$ cat src/rtl/exec_seq_pkg.sv
// Shared types and defaults for the PE-tile execution sequencer.
package exec_seq_pkg;

  localparam int CONFIG_MEM_BITS_DEF = 3;
  localparam int ITER_RANGE_BITS_DEF = 32;
  localparam int STRIDE_BITS_DEF     = 2;
  localparam int VEC_WIDTH_DEF       = 4;
  localparam int FLUSH_CYCLES_DEF    = 2;

  typedef enum logic [2:0] {
    IDLE  = 3'd0,
    LOAD  = 3'd1,
    START = 3'd2,
    RUN   = 3'd3,
    FLUSH = 3'd4,
    DONE  = 3'd5
  } seq_state_e;

  // Increment that sticks at all-ones instead of wrapping.
  function automatic logic [31:0] sat_inc32(input logic [31:0] v);
    return (v == 32'hFFFF_FFFF) ? v : v + 32'd1;
  endfunction

endpackage

$ cat src/rtl/exec_sequencer_loop_addr_gen.sv
// Vector sub-counter and config-memory address wrap logic.
module loop_addr_gen #(
  parameter int AW = 4,
  parameter int VW = 2,
  parameter int EW = 3
) (
  input  logic          clk,
  input  logic          rstn,
  input  logic          en_i,
  input  logic          clear_i,
  input  logic          load_i,
  input  logic          step_i,
  input  logic [AW-1:0] loop_start_i,
  input  logic [EW-1:0] loop_end_i,
  input  logic [VW-1:0] vec_size_i,
  output logic [AW-1:0] addr_o,
  output logic [VW-1:0] vec_o,
  output logic          last_o
);

  logic [AW-1:0] addr_q, addr_d;
  logic [VW-1:0] vec_q, vec_d;

  assign last_o = (vec_q == vec_size_i);
  assign addr_o = addr_q;
  assign vec_o  = vec_q;

  // Next address/lane: clear wins over load, load over step; address moves only on the last lane.
  always_comb begin
    addr_d = addr_q;
    vec_d  = vec_q;
    if (clear_i) begin
      addr_d = '0;
      vec_d  = '0;
    end else if (load_i) begin
      addr_d = loop_start_i;
      vec_d  = '0;
    end else if (step_i) begin
      if (last_o) begin
        vec_d = '0;
        if ((addr_q >= AW'(loop_end_i)) || (addr_q < loop_start_i))
          addr_d = loop_start_i;
        else
          addr_d = addr_q + AW'(1);
      end else begin
        vec_d = vec_q + VW'(1);
      end
    end
  end

  // Counter registers, frozen while the chip is disabled.
  always_ff @(posedge clk or negedge rstn) begin
    if (!rstn) begin
      addr_q <= '0;
      vec_q  <= '0;
    end else if (en_i) begin
      addr_q <= addr_d;
      vec_q  <= vec_d;
    end
  end

endmodule

$ cat src/rtl/exec_sequencer.sv
// Execution sequencer: loads the iteration counter config, runs it, flushes and reports done.
module exec_sequencer
  import exec_seq_pkg::*;
#(
  parameter int CONFIG_MEM_BITS = CONFIG_MEM_BITS_DEF,
  parameter int ITER_RANGE_BITS = ITER_RANGE_BITS_DEF,
  parameter int STRIDE_BITS     = STRIDE_BITS_DEF,
  parameter int CONFIG_WIDTH    = STRIDE_BITS + ITER_RANGE_BITS,
  parameter int VEC_WIDTH       = VEC_WIDTH_DEF,
  parameter int FLUSH_CYCLES    = FLUSH_CYCLES_DEF,
  localparam int VEC_WIDTH_BITS = $clog2(VEC_WIDTH),
  localparam int AW             = CONFIG_MEM_BITS + 1
) (
  input  logic                       clk,
  input  logic                       rstn,
  input  logic                       chip_en,
  input  logic                       cfg_valid,
  output logic                       cfg_ready,
  input  logic [CONFIG_WIDTH-1:0]    cfg_data,
  input  logic [AW-1:0]              cfg_loop_start,
  input  logic [CONFIG_MEM_BITS-1:0] cfg_loop_end,
  input  logic [VEC_WIDTH_BITS-1:0]  cfg_vec_size,
  input  logic                       go,
  input  logic                       abort,
  output logic                       busy,
  output logic                       done,
  output logic [31:0]                run_cycles,
  output logic [CONFIG_WIDTH-1:0]    configuration,
  output logic                       wr_en,
  output logic [CONFIG_MEM_BITS-1:0] loop_end,
  output logic [VEC_WIDTH_BITS-1:0]  vec_size,
  output logic                       start_exec,
  output logic                       start_exec_shifted,
  output logic [AW-1:0]              addr_cmem,
  output logic [VEC_WIDTH_BITS-1:0]  vec_counter,
  output logic                       clken_vec,
  input  logic                       exec_end
);

  localparam int FC_W = $clog2(FLUSH_CYCLES + 1);

  seq_state_e state_q, state_d;
  logic       loaded_q;
  logic [AW-1:0] loop_start_q;
  logic [FC_W-1:0] flush_cnt_q;
  logic       hs;
  logic       vec_last;

  assign cfg_ready = chip_en && (state_q == IDLE);
  assign hs        = cfg_valid && cfg_ready;
  assign busy      = (state_q == LOAD) || (state_q == START) ||
                     (state_q == RUN)  || (state_q == FLUSH);
  assign clken_vec = (state_q != RUN) || vec_last;

  // Sequencer transitions; everything holds while chip_en is low.
  always_comb begin
    state_d = state_q;
    if (chip_en) begin
      case (state_q)
        IDLE:    if (hs) state_d = LOAD;
                 else if (go && loaded_q) state_d = START;
        LOAD:    state_d = IDLE;
        START:   state_d = abort ? FLUSH : RUN;
        RUN:     if (abort || exec_end) state_d = FLUSH;
        FLUSH:   if (flush_cnt_q == FC_W'(FLUSH_CYCLES - 1)) state_d = DONE;
        DONE:    state_d = IDLE;
        default: state_d = IDLE;
      endcase
    end
  end

  // State, captured configuration, registered strobes and run statistics.
  always_ff @(posedge clk or negedge rstn) begin
    if (!rstn) begin
      state_q            <= IDLE;
      loaded_q           <= 1'b0;
      configuration      <= '0;
      loop_start_q       <= '0;
      loop_end           <= '0;
      vec_size           <= '0;
      wr_en              <= 1'b0;
      done               <= 1'b0;
      start_exec         <= 1'b0;
      start_exec_shifted <= 1'b0;
      run_cycles         <= '0;
      flush_cnt_q        <= '0;
    end else if (!chip_en) begin
      wr_en <= 1'b0;
      done  <= 1'b0;
    end else begin
      state_q            <= state_d;
      wr_en              <= (state_d == LOAD);
      done               <= (state_d == DONE);
      start_exec         <= (state_d == START) || (state_d == RUN);
      start_exec_shifted <= (state_d == RUN);
      if (hs) begin
        configuration <= cfg_data;
        loop_start_q  <= cfg_loop_start;
        loop_end      <= cfg_loop_end;
        vec_size      <= cfg_vec_size;
        loaded_q      <= 1'b1;
      end
      if (state_q == START)
        run_cycles <= '0;
      else if (state_q == RUN)
        run_cycles <= sat_inc32(run_cycles);
      flush_cnt_q <= (state_q == FLUSH) ? flush_cnt_q + FC_W'(1) : '0;
    end
  end

  loop_addr_gen #(
    .AW (AW),
    .VW (VEC_WIDTH_BITS),
    .EW (CONFIG_MEM_BITS)
  ) u_addr_gen (
    .clk          (clk),
    .rstn         (rstn),
    .en_i         (chip_en),
    .clear_i      (state_d == FLUSH),
    .load_i       (state_q == START),
    .step_i       (state_q == RUN),
    .loop_start_i (loop_start_q),
    .loop_end_i   (loop_end),
    .vec_size_i   (vec_size),
    .addr_o       (addr_cmem),
    .vec_o        (vec_counter),
    .last_o       (vec_last)
  );

endmodule

$ cat config.mk
export PLATFORM = sky130hd
export DESIGN_NAME = exec_sequencer
export DESIGN_NICKNAME = d
export VERILOG_FILES = /design/src/rtl/exec_seq_pkg.sv /design/src/rtl/exec_sequencer_loop_addr_gen.sv /design/src/rtl/exec_sequencer.sv
export SDC_FILE = /design/constraint.sdc
export NUM_CORES = 1
export LEC_CHECK = 0
export CORE_MARGIN = 2
export CORE_UTILIZATION = 39
export CTS_CLUSTER_DIAMETER = 80
export DETAILED_ROUTE_END_ITERATION = 12
export PLACE_DENSITY = 0.73
export SLEW_MARGIN = 40
export SYNTH_ARGS = -nofsm -noshare
export SYNTH_HDL_FRONTEND = slang
export SYNTH_SLANG_ARGS = --single-unit
export TNS_END_PERCENT = 100
$ cat constraint.sdc
create_clock -name clk -period 5.1 [get_ports clk]
set_input_delay 0.51 -clock clk [delete_from_list [all_inputs] [get_ports clk]]
set_output_delay 0.51 -clock clk [all_outputs]
set_load 0.01 [all_outputs]
==> results of run 1 <==
-- power groups by stage --
stage          sequential (mW)  clock [mW]  combinational, mW
6_report                  1.13       0.654               1.15
4_1_cts                   1.13       0.672               1.17
3_5_place_dp              1.14           0               1.16
5_1_grt                   1.16       0.700               1.28
2_1_floorplan             1.16           0              0.525
3_3_place_gp              1.13           0               1.13
-- cell usage after synthesis (all sizes together) (3+ instances only) --
cell    count
and4        3
o41ai       4
nor3        3
a21oi      24
or3        15
or2         4
or4        11
xnor2       4
a22o        6
o211ai      5
clkbuf     14
o21ai      32
nor2       13
buf        10
nand2     153
dfrtp      91
nand2b      6
and3        4
nand3b      3
nor4        3
o31ai       8
o22ai       4
ha          9
inv        13
nand4      10
nand3      10
mux2i       3
xor2        3
-- worst paths after layout --
kind	depth (start not counted)	slack [ns]	from	end
max in group asynchronous	2	4.13	rstn	configuration[21]
worst min register to register	2	0.48	configuration[19]	configuration[19]
min in group clk	2	0.48	configuration[19]	configuration[19]
worst max register to register	7	2.19	state_q[2]	run_cycles[27]
worst max-delay path	8	1.85	chip_en	run_cycles[27]
worst min-delay path	1	0.06	rstn	run_cycles[1]
-- cells by family after synthesis --
family                   Yosys count  share of synthesized area
XOR/XNOR                           7                    0.01340
multiplexers                       4                   0.009021
AND/OR/NAND/NOR                  247                     0.2589
AO/OA/AOI/OAI                     99                     0.1572
buffers and inverters             38                    0.03937
flip-flops                        91                     0.4975
adder cells (fa/ha/maj)            9                    0.02460
-- layout by cell type, fill, tap and decap left out, drive strengths merged, types with 4 or more instances in the layout --
cell type | Yosys | routed
nand4 | 10 | 10
and3 | 4 | 4
or3 | 15 | 15
o211ai | 5 | 5
nor2 | 13 | 13
xnor2 | 4 | 4
inv | 13 | 12
o21ai | 32 | 32
dfrtp | 91 | 91
a21oi | 24 | 24
or4 | 11 | 11
clkbuf | 14 | 12
buf | 10 | 7
o41ai | 4 | 4
or2 | 4 | 4
o31ai | 8 | 8
ha | 9 | 9
nand3 | 10 | 10
o22ai | 4 | 4
clkdlybuf4s50 | 0 | 132
nand2b | 6 | 6
a22o | 6 | 6
nand2 | 153 | 153
-- metrics by stage --
stage	util	hold slack (ns)	cells	total power, mW
2_1_floorplan	-	0.2144	495	1.687
3_3_place_gp	0.5245	0.4299	751	2.255
3_5_place_dp	0.5272	0.4354	753	2.294
4_1_cts	0.5520	0.06540	767	2.972
5_1_grt	0.5520	0.09281	767	3.146
6_report	0.5520	0.06270	767	2.938
-- sequential cells by signal (all words and copies together), names as in the netlist --
register            cells
run_cycles             32
start_exec              1
u_addr_gen.addr_o       4
loaded_q                1
flush_cnt_q             2
vec_size                2
configuration          34
state_q                 3
start_exec_shifted      1
loop_start_q            4
loop_end                3
u_addr_gen.vec_o        2
wr_en                   1
done                    1
-- cell type report --
class	instances	area [µm²]
Sequential cell	91	2277
Clock buffer	12	246.5
Fill cell	1037	5115
Clock inverter	2	37.54
Tap cell	143	178.9
Multi-Input combinational cell	366	2133
Inverter	14	52.55
Timing Repair Buffer	139	1378
-- routing by layer --
| metal | global-route usage | vias up |
|---|---|---|
| li1 | - | 1982 |
| met1 | 0.2525 | 1982 |
| met2 | 0.3253 | 144 |
| met3 | 0.06533 | 13 |
| met4 | 0.07317 | 0 |
| met5 | 0 | - |
==> run metrics, run 1 <==
setup repair after global routing missed its margin false; WL/cell about 16 µm; count of inserted antenna diode cells 0; number of flops mapped to enable cells by yosys 0; leakage power ~2.7 nW; run status complete, no violations; highest clock rate around 310 MHz; final-report hold violation count 0; switching fraction of total power 0.3466; global-route wire length before repair around 20000 µm; Final period util 0.6364; total wire length after detailed routing about 12000 µm; antenna viol nets, final 0; slowest cell on the critical path sky130_fd_sc_hd__clkdlybuf4s50_1; # Max-Cap Violations 0; normalized max-slew margin 0.5135; slack of the critical path about 1.9 ns; quantity of gates resized following cts 0; Iteration-0 DRC Markers 220; worst clock skew around 0.0065 ns; buffers added on ports about 130; arrival time of the worst setup path about 3.5 ns; max layer used met4; endpoint kind of the worst setup timing path flip-flop; relative contribution of sequential cells to total power 0.385; fin area ~6300 µm²; average cell area after synthesis between 9 and 10 µm²; sinks on the clock net approximately 90; number of optimization iterations in the first detailed-route pass 4; area growth from synthesis to layout 37.73%; met1 WL slightly above 5000 µm; routed wire length on met2 about 5700 µm; Syn Std Cell Area 4577 µm²; cell-internal power between 1.5 and 2 mW; Crit path largest cell delay 0.72 ns; buffer levels on the longest clock path 2; distinct cell type count of the synthesized netlist slightly above 60; part of the total power dissipated in the clock network 0.223; chip height 112.3 µm; I/O pin count about 130; number of vias per cell approximately 5.4; post-cts hold buffer count 0; die outline area about 13000 µm²; ordered list of cells on the worst path clkdlybuf4s50_1 > nand3b_1 > nor4_2 > o41ai_4 > buf_4 > buf_4 > or4_1 > a21oi_2; peak supply drop 372.9 µV; flip-flop and latch count after synthesis just over 90; Initial Utilization 0.4008; top cell family by delay on the critical path simple AND/OR/NAND/NOR gates; power per standard cell area approximately 470 nW/µm²; Hold Crit Class input port to asynchronous set/reset pin; DRC errors left 0; area of the core ~11000 µm²; routed wire length on met3 between 1000 and 1500 µm; via count slightly above 4000; switching power just over 1 mW; Die X between 100 and 150 µm; worst-skew pair later-pin latency 0.34 ns; gp weighted congestion around 0.85; total grt overflow 0; register area share after synthesis 0.4975; number of core rows 39; instance area at placement ~6000 µm²; final sum of negative setup slack 0 ns; Post-Syn Nets approximately 550; ranking of synthesized cells by area sky130_fd_sc_hd__dfrtp_1, sky130_fd_sc_hd__nand2_1, sky130_fd_sc_hd__o21ai_0, sky130_fd_sc_hd__ha_1, sky130_fd_sc_hd__or3_1; post-placement worst setup slack between 1.5 and 2 ns; global-route usage over all layers 0.2006; share of the synthesized area in the top cell type 0.4975; final count of negative-setup-slack endpoints 0; final number of max-transition violations 0; number of H-tree levels 3; antenna violations before repair 0; total CTS buffers 9; part of the power in combinational logic 0.393; cell repeated most along the worst path sky130_fd_sc_hd__buf_4; startpoint type of the worst setup path input port; number of nets at the end of the flow just under 700; largest net degree at the start of global routing just under 70; Worst-path clk slew around 0.06 ns; endpoint required time on the critical path 5.37 ns; post-synth top area cell sky130_fd_sc_hd__dfrtp_1; number of cells produced by synthesis slightly below 500; path type of the worst setup path input port to flip-flop; slew at the pin with the worst max-slew slack 0.7253 ns; post-detail-place hpwl 8683 µm; Most used DFF post-synth sky130_fd_sc_hd__dfrtp_1; synth warn 0; share of post-route cells with drive strength above 1 0.07051; Buf+Inv Stages, Crit Path 3; root buffer cell sky130_fd_sc_hd__clkbuf_16; via count of the first global-routing pass about 4100; post-layout min period 3.246 ns; peak fanout along the critical path 14; share of flip-flops with an asynchronous set or reset 1.000; clock tree from TritonCTS yes; count of buffers added by post-CTS timing repair for setup 0
Note: power is estimated with default switching activity, not from simulation.
==> inputs of run 2 (changes only) <==
clock period = 3.2 ns   (was 5.1 ns; I/O delays follow)
==> run metrics, run 2 (same netlist as run 1, synthesis figures left out) <==
routed wire length on met2 6020 µm (was 5741 µm); met1 WL 4947 µm (was 5100 µm); die outline area 12620 µm² (unchanged); routed wire length on met3 1054 µm (was 1028 µm); normalized max-slew margin 0.6078 (was 0.5135); number of vias per cell 5.346 (was 5.373); switching fraction of total power 0.3417 (was 0.3466); post-layout instance count excluding filler cells 777 (was 767); WL/cell 15.69 µm (was 15.73 µm); setup repair after global routing missed its margin false (unchanged); number of core rows 39 (unchanged); Final period util 0.7886; global-route usage over all layers 0.2039 (was 0.2006); buffers added on ports 133 (unchanged); buffer levels on the longest clock path 2 (unchanged); launch instance of the worst register-to-register path state_q[2] (unchanged); Hold Crit Class flip-flop to flip-flop (was input port to asynchronous set/reset pin); number of flip-flops in the largest register 34 (unchanged); switching power 1.648 mW (was 1.018 mW); count of buffers added by post-CTS timing repair for setup 0 (unchanged); Iteration-0 DRC Markers 214 (was 220); total grt overflow 0 (unchanged); worst-skew pair later-pin latency 0.35 ns (was 0.34 ns); max layer used met4 (unchanged); worst hold slack 0.4720 ns (was 0.06270 ns); arrival time of the worst setup path 2.80 ns (was 3.52 ns); Die X 112.3 µm (unchanged); sinks on the clock net 91 (unchanged); power per standard cell area 750.8 nW/µm² (was 466.1 nW/µm²); Initial Utilization 0.4008 (unchanged); total wire length after detailed routing 12190 µm (was 12060 µm); path type of the worst setup path flip-flop to flip-flop (was input port to flip-flop); largest reg by FF count configuration (unchanged); number of H-tree levels 3 (unchanged); via count 4154 (was 4121); total CTS buffers 9 (unchanged); post-layout min period about 2.5 ns; worst clock skew 0.002093 ns (was 0.006536 ns); most frequent cells in the layout sky130_fd_sc_hd__nand2_1, sky130_fd_sc_hd__clkdlybuf4s50_1, sky130_fd_sc_hd__dfrtp_1 (unchanged); final number of max-transition violations 0 (unchanged); part of the total power dissipated in the clock network 0.240 (was 0.223); peak fanout along the critical path 13 (was 14); gp weighted congestion 0.8624 (was 0.8479); global-route wire length before repair 20880 µm (was 20500 µm); post-placement worst setup slack 0.4990 ns (was 1.551 ns); clock tree from TritonCTS yes (unchanged); run status complete, no violations (unchanged); final count of negative-setup-slack endpoints 0 (unchanged); number of optimization iterations in the first detailed-route pass 4 (unchanged); count of inserted antenna diode cells 0 (unchanged); endpoint required time on the critical path 3.48 ns (was 5.37 ns); endpoint kind of the worst setup timing path flip-flop (unchanged); part of the power in combinational logic 0.395 (was 0.393); leakage power 2.740 nW (was 2.671 nW); via count of the first global-routing pass 4286 (was 4139); number of nets at the end of the flow 688 (was 680); sequential cell area in the final layout 2277 µm² (unchanged); area of combinational cells with multiple inputs 2122 µm² (was 2133 µm²); leading cell type in the layout, fill and taps excluded sky130_fd_sc_hd__nand2_1 (unchanged); slew at the pin with the worst max-slew slack 0.5884 ns (was 0.7253 ns); # Max-Cap Violations 0 (unchanged); post-placement cell count 760 (was 753); startpoint of the lowest-slack hold path configuration[33]; final sum of negative setup slack 0 ns (unchanged); largest net degree at the start of global routing 62 (was 68); DRC errors left 0 (unchanged); highest clock rate between 300 and 400 MHz; slack of the critical path 0.6763 ns (was 1.854 ns); final-report hold violation count 0 (unchanged); registers with the most flip-flops configuration x34, run_cycles x32 (unchanged); antenna viol nets, final 0 (unchanged); startpoint type of the worst setup path flip-flop (was input port); post-detail-place hpwl 8910 µm (was 8683 µm); chip height 112.3 µm (unchanged); I/O pin count 134 (unchanged); share of post-route cells with drive strength above 1 0.08675 (was 0.07051); layout filler cell count 1007 (was 1037); start point of the critical path state_q[2] (was chip_en); Worst-path clk slew 0.06 ns (about the same); antenna violations before repair 0 (unchanged); root buffer cell sky130_fd_sc_hd__clkbuf_16 (unchanged); area growth from synthesis to layout 40.35% (was 37.73%); peak supply drop 417.8 µV (was 372.9 µV); relative contribution of sequential cells to total power 0.365 (was 0.385); quantity of gates resized following cts 0 (unchanged); area of the core 11420 µm² (unchanged); cell-internal power 3.175 mW (was 1.920 mW)
-- run 2: path summary, 6_finish.rpt --
kind	slack (ns)	endpoint	cells after the start
min reg2reg	0.47	configuration[33]	2
max	0.68	run_cycles[29]	7
max in group asynchronous	2.08	configuration[5]	3
min in group asynchronous	0.51	run_cycles[0]	2
min	0.47	configuration[33]	2
max reg2reg	0.68	run_cycles[29]	7
-- run 2: area by class of cell --
| cell class | instances | area share |
|---|---|---|
| clock buffers | 10 | 0.03720 |
| repair buffers | 147 | 0.2281 |
| clock inverters | 6 | 0.01383 |
| well taps | 143 | 0.02785 |
| inverters | 14 | 0.008181 |
| flip-flops and latches | 91 | 0.3545 |
| multi-input cells | 366 | 0.3303 |
-- run 2: critical path, cell delays in order, from the launching register on --
cell                       delay (ns)
sky130_fd_sc_hd__dfrtp_1         0.52
sky130_fd_sc_hd__nand3b_1        0.27
sky130_fd_sc_hd__nor4_2          0.41
sky130_fd_sc_hd__o41ai_4         0.20
sky130_fd_sc_hd__buf_4           0.21
sky130_fd_sc_hd__buf_4           0.17
sky130_fd_sc_hd__or4_1           0.53
sky130_fd_sc_hd__a21oi_2         0.15
-- run 2: power by group through the flow --
stage / Clock, mW / Combinational (mW) / Sequential, mW
after floorplan: 0 / 0.837 / 1.85
after global placement: 0 / 1.87 / 1.76
after detailed placement: 0 / 1.92 / 1.78
after CTS: 1.19 / 1.93 / 1.76
after global routing: 1.23 / 2.12 / 1.81
final: 1.16 / 1.90 / 1.76
-- run 2: metrics by stage --
stage	utilization	power, mW	instance area, µm²
after floorplan	-	2.688	4577
after global placement	0.5313	3.628	6067
after detailed placement	0.5327	3.694	6082
after CTS	0.5614	4.886	6410
after global routing	0.5626	5.161	6424
final	0.5626	4.823	6424
-- run 2: repair_timing --
action,CTS,global route
setup endpoints to repair,0,0
hold endpoints to repair,0,4
hold buffers,0,1
-- run 2: per-layer routing --
layer | GRT usage | vias up
met5 | 0 | -
met4 | 0.07642 | 0
met2 | 0.3361 | 128
li1 | - | 2003
met1 | 0.2497 | 2009
met3 | 0.06803 | 14
